**src/rtl/priority_req_serializer_if.sv**
```systemverilog
// Handshake bundle for the request serializer: request-word load channel
// and index beat channel.
interface priority_req_serializer_if #(
  parameter int unsigned WIDTH = 16,
  parameter int unsigned IDX_W = 8
);
  logic             load_valid;
  logic             load_ready;
  logic [WIDTH-1:0] load_vec;
  logic             idx_valid;
  logic             idx_ready;
  logic [IDX_W-1:0] idx_out;

  modport master (
    output load_valid, load_vec, idx_ready,
    input  load_ready, idx_valid, idx_out
  );

  modport slave (
    input  load_valid, load_vec, idx_ready,
    output load_ready, idx_valid, idx_out
  );
endinterface

```
**src/rtl/priority_req_serializer.sv**
```systemverilog
// Captures a request word and emits its set-bit indices, highest first,
// one per handshake beat; an all-zero word yields a single 8'hF0 beat.
module priority_req_serializer #(
  parameter int unsigned WIDTH = 16,
  parameter int unsigned IDX_W = 8
) (
  input  logic                         clk,
  input  logic                         rst_n,
  input  logic                         ena,
  priority_req_serializer_if.slave     bus,
  output logic                         busy,
  output logic [$clog2(WIDTH+1)-1:0]   count
);
  localparam int unsigned SEL_W = $clog2(WIDTH);
  localparam int unsigned CNT_W = $clog2(WIDTH+1);
  localparam logic [IDX_W-1:0] NONE_CODE = 8'hF0;

  typedef enum logic [1:0] {IDLE, EMIT, ZERO} state_e;

  state_e           state_q, state_d;
  logic [WIDTH-1:0] pending_q, pending_d;
  logic [CNT_W-1:0] count_q, count_d;

  logic [SEL_W-1:0] idx;
  logic [WIDTH-1:0] clr_mask;
  logic             load_fire;
  logic             idx_fire;

  // Highest set bit wins because later iterations overwrite earlier ones.
  always_comb begin
    idx      = '0;
    clr_mask = '0;
    for (int unsigned i = 0; i < WIDTH; i++) begin
      if (pending_q[i]) idx = i[SEL_W-1:0];
    end
    clr_mask[idx] = 1'b1;
  end

  always_comb begin
    state_d        = state_q;
    pending_d      = pending_q;
    count_d        = count_q;
    bus.load_ready = 1'b0;
    bus.idx_valid  = 1'b0;
    bus.idx_out    = NONE_CODE;
    load_fire      = 1'b0;
    idx_fire       = 1'b0;

    case (state_q)
      IDLE: begin
        // rst_n gating keeps load_ready low while reset is held.
        bus.load_ready = ena & rst_n;
        load_fire      = bus.load_valid & bus.load_ready;
        if (load_fire) begin
          pending_d = bus.load_vec;
          count_d   = '0;
          state_d   = (bus.load_vec == '0) ? ZERO : EMIT;
        end
      end
      EMIT: begin
        bus.idx_valid = ena;
        if (ena) bus.idx_out = {{(IDX_W-SEL_W){1'b0}}, idx};
        idx_fire = bus.idx_valid & bus.idx_ready;
        if (idx_fire) begin
          pending_d = pending_q & ~clr_mask;
          count_d   = count_q + 1'b1;
          if (pending_d == '0) state_d = IDLE;
        end
      end
      ZERO: begin
        bus.idx_valid = ena;
        idx_fire      = bus.idx_valid & bus.idx_ready;
        if (idx_fire) state_d = IDLE;
      end
      default: state_d = IDLE;
    endcase
  end

  always_ff @(posedge clk or negedge rst_n) begin
    if (!rst_n) begin
      state_q   <= IDLE;
      pending_q <= '0;
      count_q   <= '0;
    end else if (ena) begin
      state_q   <= state_d;
      pending_q <= pending_d;
      count_q   <= count_d;
    end
  end

  assign busy  = (state_q != IDLE);
  assign count = count_q;
endmodule

```
**src/flat_wrapper.sv**
```systemverilog
// flat-port wrapper written by rule: the top's interface ports become plain ports
module priority_req_serializer_flat 
#(
  parameter int unsigned WIDTH = 16,
  parameter int unsigned IDX_W = 8
)
  (clk, rst_n, ena, busy, count, bus_load_valid, bus_load_vec, bus_idx_ready, bus_load_ready, bus_idx_valid, bus_idx_out);
  priority_req_serializer_if #(.WIDTH(WIDTH), .IDX_W(IDX_W)) bus_i ();
  input  logic clk;
  input  logic rst_n;
  input  logic ena;
  output logic busy;
  output logic [$clog2(WIDTH+1)-1:0] count;
  input wire logic [$bits(bus_i.load_valid)-1:0] bus_load_valid;
  input wire logic [$bits(bus_i.load_vec)-1:0] bus_load_vec;
  input wire logic [$bits(bus_i.idx_ready)-1:0] bus_idx_ready;
  output wire logic [$bits(bus_i.load_ready)-1:0] bus_load_ready;
  output wire logic [$bits(bus_i.idx_valid)-1:0] bus_idx_valid;
  output wire logic [$bits(bus_i.idx_out)-1:0] bus_idx_out;
  assign bus_i.load_valid = bus_load_valid;
  assign bus_i.load_vec = bus_load_vec;
  assign bus_i.idx_ready = bus_idx_ready;
  assign bus_load_ready = bus_i.load_ready;
  assign bus_idx_valid = bus_i.idx_valid;
  assign bus_idx_out = bus_i.idx_out;
  priority_req_serializer #(.WIDTH(WIDTH), .IDX_W(IDX_W)) u_core (.clk(clk), .rst_n(rst_n), .ena(ena), .bus(bus_i), .busy(busy), .count(count));
endmodule
```
**config.mk**
```make
export PLATFORM = sky130hd
export DESIGN_NAME = priority_req_serializer_flat
export DESIGN_NICKNAME = d
export VERILOG_FILES = /design/src/rtl/priority_req_serializer_if.sv /design/src/rtl/priority_req_serializer.sv /design/src/flat_wrapper.sv
export SDC_FILE = /design/constraint.sdc
export NUM_CORES = 1
export LEC_CHECK = 0
export ABC_AREA = 0
export BUFFER_PORTS_ARGS = -buffer_cell sky130_fd_sc_hd__buf_2
export CAP_MARGIN = 0
export CORE_AREA = 2 2 60 62
export CTS_CLUSTER_SIZE = 16
export DETAILED_ROUTE_END_ITERATION = 8
export DIE_AREA = 0 0 62 64
export GPL_TIMING_DRIVEN = 1
export HOLD_SLACK_MARGIN = 0.03
export PLACE_DENSITY_LB_ADDON = 0.08
export SLEW_MARGIN = 15
export SYNTH_ARGS = -nofsm -noshare
export SYNTH_HDL_FRONTEND = slang
export SYNTH_SLANG_ARGS = --single-unit
```
**constraint.sdc**
```tcl
create_clock -name clk -period 4.5 [get_ports clk]
set_clock_uncertainty 0.1 [all_clocks]
set_input_delay 1.125 -clock clk [delete_from_list [all_inputs] [get_ports clk]]
set_output_delay 1.125 -clock clk [all_outputs]
set_load 0.005 [all_outputs]
```
==> flow_summary.toml <==
[power_and_ir_drop]
p_clk_share_pct = 8.6
ir_drop_mv = 0.290
switching_share_pct = 50.0
power.density_mw_per_mm2 = 649
seqPwrFrac_pct = 36.9
p_int_uw = 592
comb_power_share_pct = 54.5
power.switching_uw = 592
leakagePower_nw = 0.829

[final_layout]
multi_input_area_um2 = 941
design_area_mm2 = 0.00183
layout.cells.most_common_list = "36 x buf_2, 23 x dfrtp_1, 22 x o21ai_0"
layout.nets = 255
n_fill_cell = 321
mostFrequentLayoutCell = "buf_2"
area_growth_pct = 12.8
seq_area_um2 = 576
drive_gt1_share_pct = 21.8
diodes = 0

[sta]
slew_violations = 0
fin_crit_ns = 3.35
setup_viol = 0
fmax_ghz = 0.299
slew_headroom_pct = 35.1
rsz0062_at_grt = "false"
setup_tns_ns = 0
fin_crit_sh_pct = 74.4
worstMarginPinSlew_ns = 0.969
hold_viol = 0

[place]
post-dp-hpwl_um = 3330
port_buffers = 36
place_congestion = 0.966
place_area_mm2 = 0.00180

[hold_path]
worst_hold_path_type = "reg2reg"

[global_route]
grt_max_degree = 25
grt_pass1_vias = 1581
antenna_found_initial = 0
grt_usage_pct = 23.8
grt_overflow_total = 0
grt_pass1_wl_um = 7160

[clock_network]
cts_buffer_depth = 2
cts-root-buf = "clkbuf_4"
htree_num_levels = 1
tritoncts = "done"
clkTransAtPathRegs_ns = 0.14
cts-resized-gates = 0
insertion_delay_ns = 0.31
cts_hold_buf = 0
cts.sinks = 23
cts-buffers-inserted = 3
cts_setup_buffers = 0

[logic_synthesis]
async_flop_share_pct = 100
ys_ff_latch = 23
ys_seq_area_share_pct = 35.5
synthCells = 200
synth-edff-count = 0
ys.flop_type = "dfrtp_1"
netlist_area_mm2 = 0.00162
ys_warn_count = 0
syn_nets = 225
syn-mean-instance-area_um2 = 8.10
synth_cell_types = 41

[drt]
avgRoutedWirePerCell_um = 15.8
vias = 1615
first_pass_iters = 4
drc = 0
wirelength_um = 4340
drt_iter0_drc = 119
via_per_inst = 5.87
ant_nets = 0

[floorplan]
die-area_mm2 = 0.00397
num_io_pins = 37
dieWidth_um = 62
fp-row-count = 21
core_mm2 = 0.00328
die_y_um = 64
start_util_pct = 49.3

[outcome]
status = "completed"

[worst_setup_path]
cpMostUsedCell = "nor2_1"
crit_arrival_ns = 2.12
path_cells = "or3_1 -> o221ai_2 -> a21oi_1 -> nor2_1 -> nor2_1 -> buf_2"
cp.required_ns = 3.27
cp-end-kind = "primary output"
crit_path_max_incr_delay_ns = 0.52
cp_max_fo = 10
worstSetupPathType = "reg2out"
worstSetupStartpointType = "flip-flop"
cp_slowest_cell = "dfrtp_1"

[flow_run]
drv_cap = 0
[flip-flops by register name (all words and copies together) (netlist names)]
register and cells:
u_core.count 5, u_core.pending_q 16, u_core.state_q 2
[stage by stage]
step	worst slack, ns	std cells	utilization (%)	total power [mW]	hold slack (ns)
detailed placement	1.36	271	54.8	1.08	0.376
finish	1.15	275	55.6	1.18	0.400
global route	0.979	275	55.6	1.29	0.439
global placement	1.39	271	54.8	1.07	0.365
CTS	1.16	275	55.6	1.18	0.402
floorplan	1.74	200	-	0.909	0.375
[power by group through the flow]
| stage | Combinational, mW | Sequential (mW) | Clock [mW] |
|---|---|---|---|
| 2_1_floorplan | 0.539 | 0.369 | 0 |
| 3_3_place_gp | 0.641 | 0.432 | 0 |
| 3_5_place_dp | 0.643 | 0.437 | 0 |
| 4_1_cts | 0.644 | 0.432 | 0.104 |
| 5_1_grt | 0.728 | 0.450 | 0.114 |
| 6_report | 0.646 | 0.437 | 0.102 |
[critical path, delay by kind of cell, from the launching register on]
| kind | cells | cell delay (ns) |
|---|---|---|
| AO/OA/AOI/OAI | 2 | 0.45 |
| flip-flops | 1 | 0.52 |
| AND/OR/NAND/NOR | 3 | 0.70 |
| buffers and inverters | 1 | 0.13 |
[area by class of cell]
cell class / count / share of cell area, %
clock buffer: 4 / 1.44
inverter: 10 / 2.06
multi-input combinational: 155 / 51.5
sequential: 23 / 31.5
tap: 46 / 3.15
timing repair buffer: 37 / 10.3
[cell usage after synthesis, drive strengths merged, types with 5 or more instances]
master	number	area share (%)
dfrtp	23	36
nand2	20	4.6
a21oi	14	4.6
nor4	9	3.5
inv	10	2.3
nor3	11	3.4
nand3	5	1.5
o21ai	24	7.4
clkbuf	7	1.6
nand2b	5	1.9
a22o	12	6.5
nor2	20	5.1
buf	5	2.4
[kinds of logic after synthesis]
family	Yosys count	share of synthesized area [%]
multiplexers	3	2.16
flip-flops	23	35.5
AO/OA/AOI/OAI	67	28.1
buffers and inverters	22	6.34
AND/OR/NAND/NOR	81	24.8
adder cells (fa/ha/maj)	4	3.09
[layer usage]
metal | vias to the layer above | wire length [um] | GRT usage (%)
met4 | 0 | 73 | 7.45
met2 | 61 | 2150 | 38.0
met3 | 6 | 226 | 2.83
met1 | 751 | 1880 | 32.7
met5 | - | 0 | 0
li1 | 797 | - | -
[worst paths after layout]
kind	to	from	slack (ns)	cells past startpoint
setup / recovery	bus_idx_out[0]	u_core.pending_q[11]$_DFFE_PN0P_	1.15	6
hold / removal	u_core.count[4]$_DFFE_PN0P_	u_core.count[4]$_DFFE_PN0P_	0.40	1
setup reg to reg	u_core.state_q[1]$_DFFE_PN0P_	u_core.pending_q[13]$_DFFE_PN0P_	1.65	8
hold reg to reg	u_core.count[4]$_DFFE_PN0P_	u_core.count[4]$_DFFE_PN0P_	0.40	1
max in group asynchronous	u_core.pending_q[2]$_DFFE_PN0P_	rst_n	3.37	2
min in group asynchronous	u_core.count[4]$_DFFE_PN0P_	rst_n	0.68	2
(Power assumes the default switching activity.)
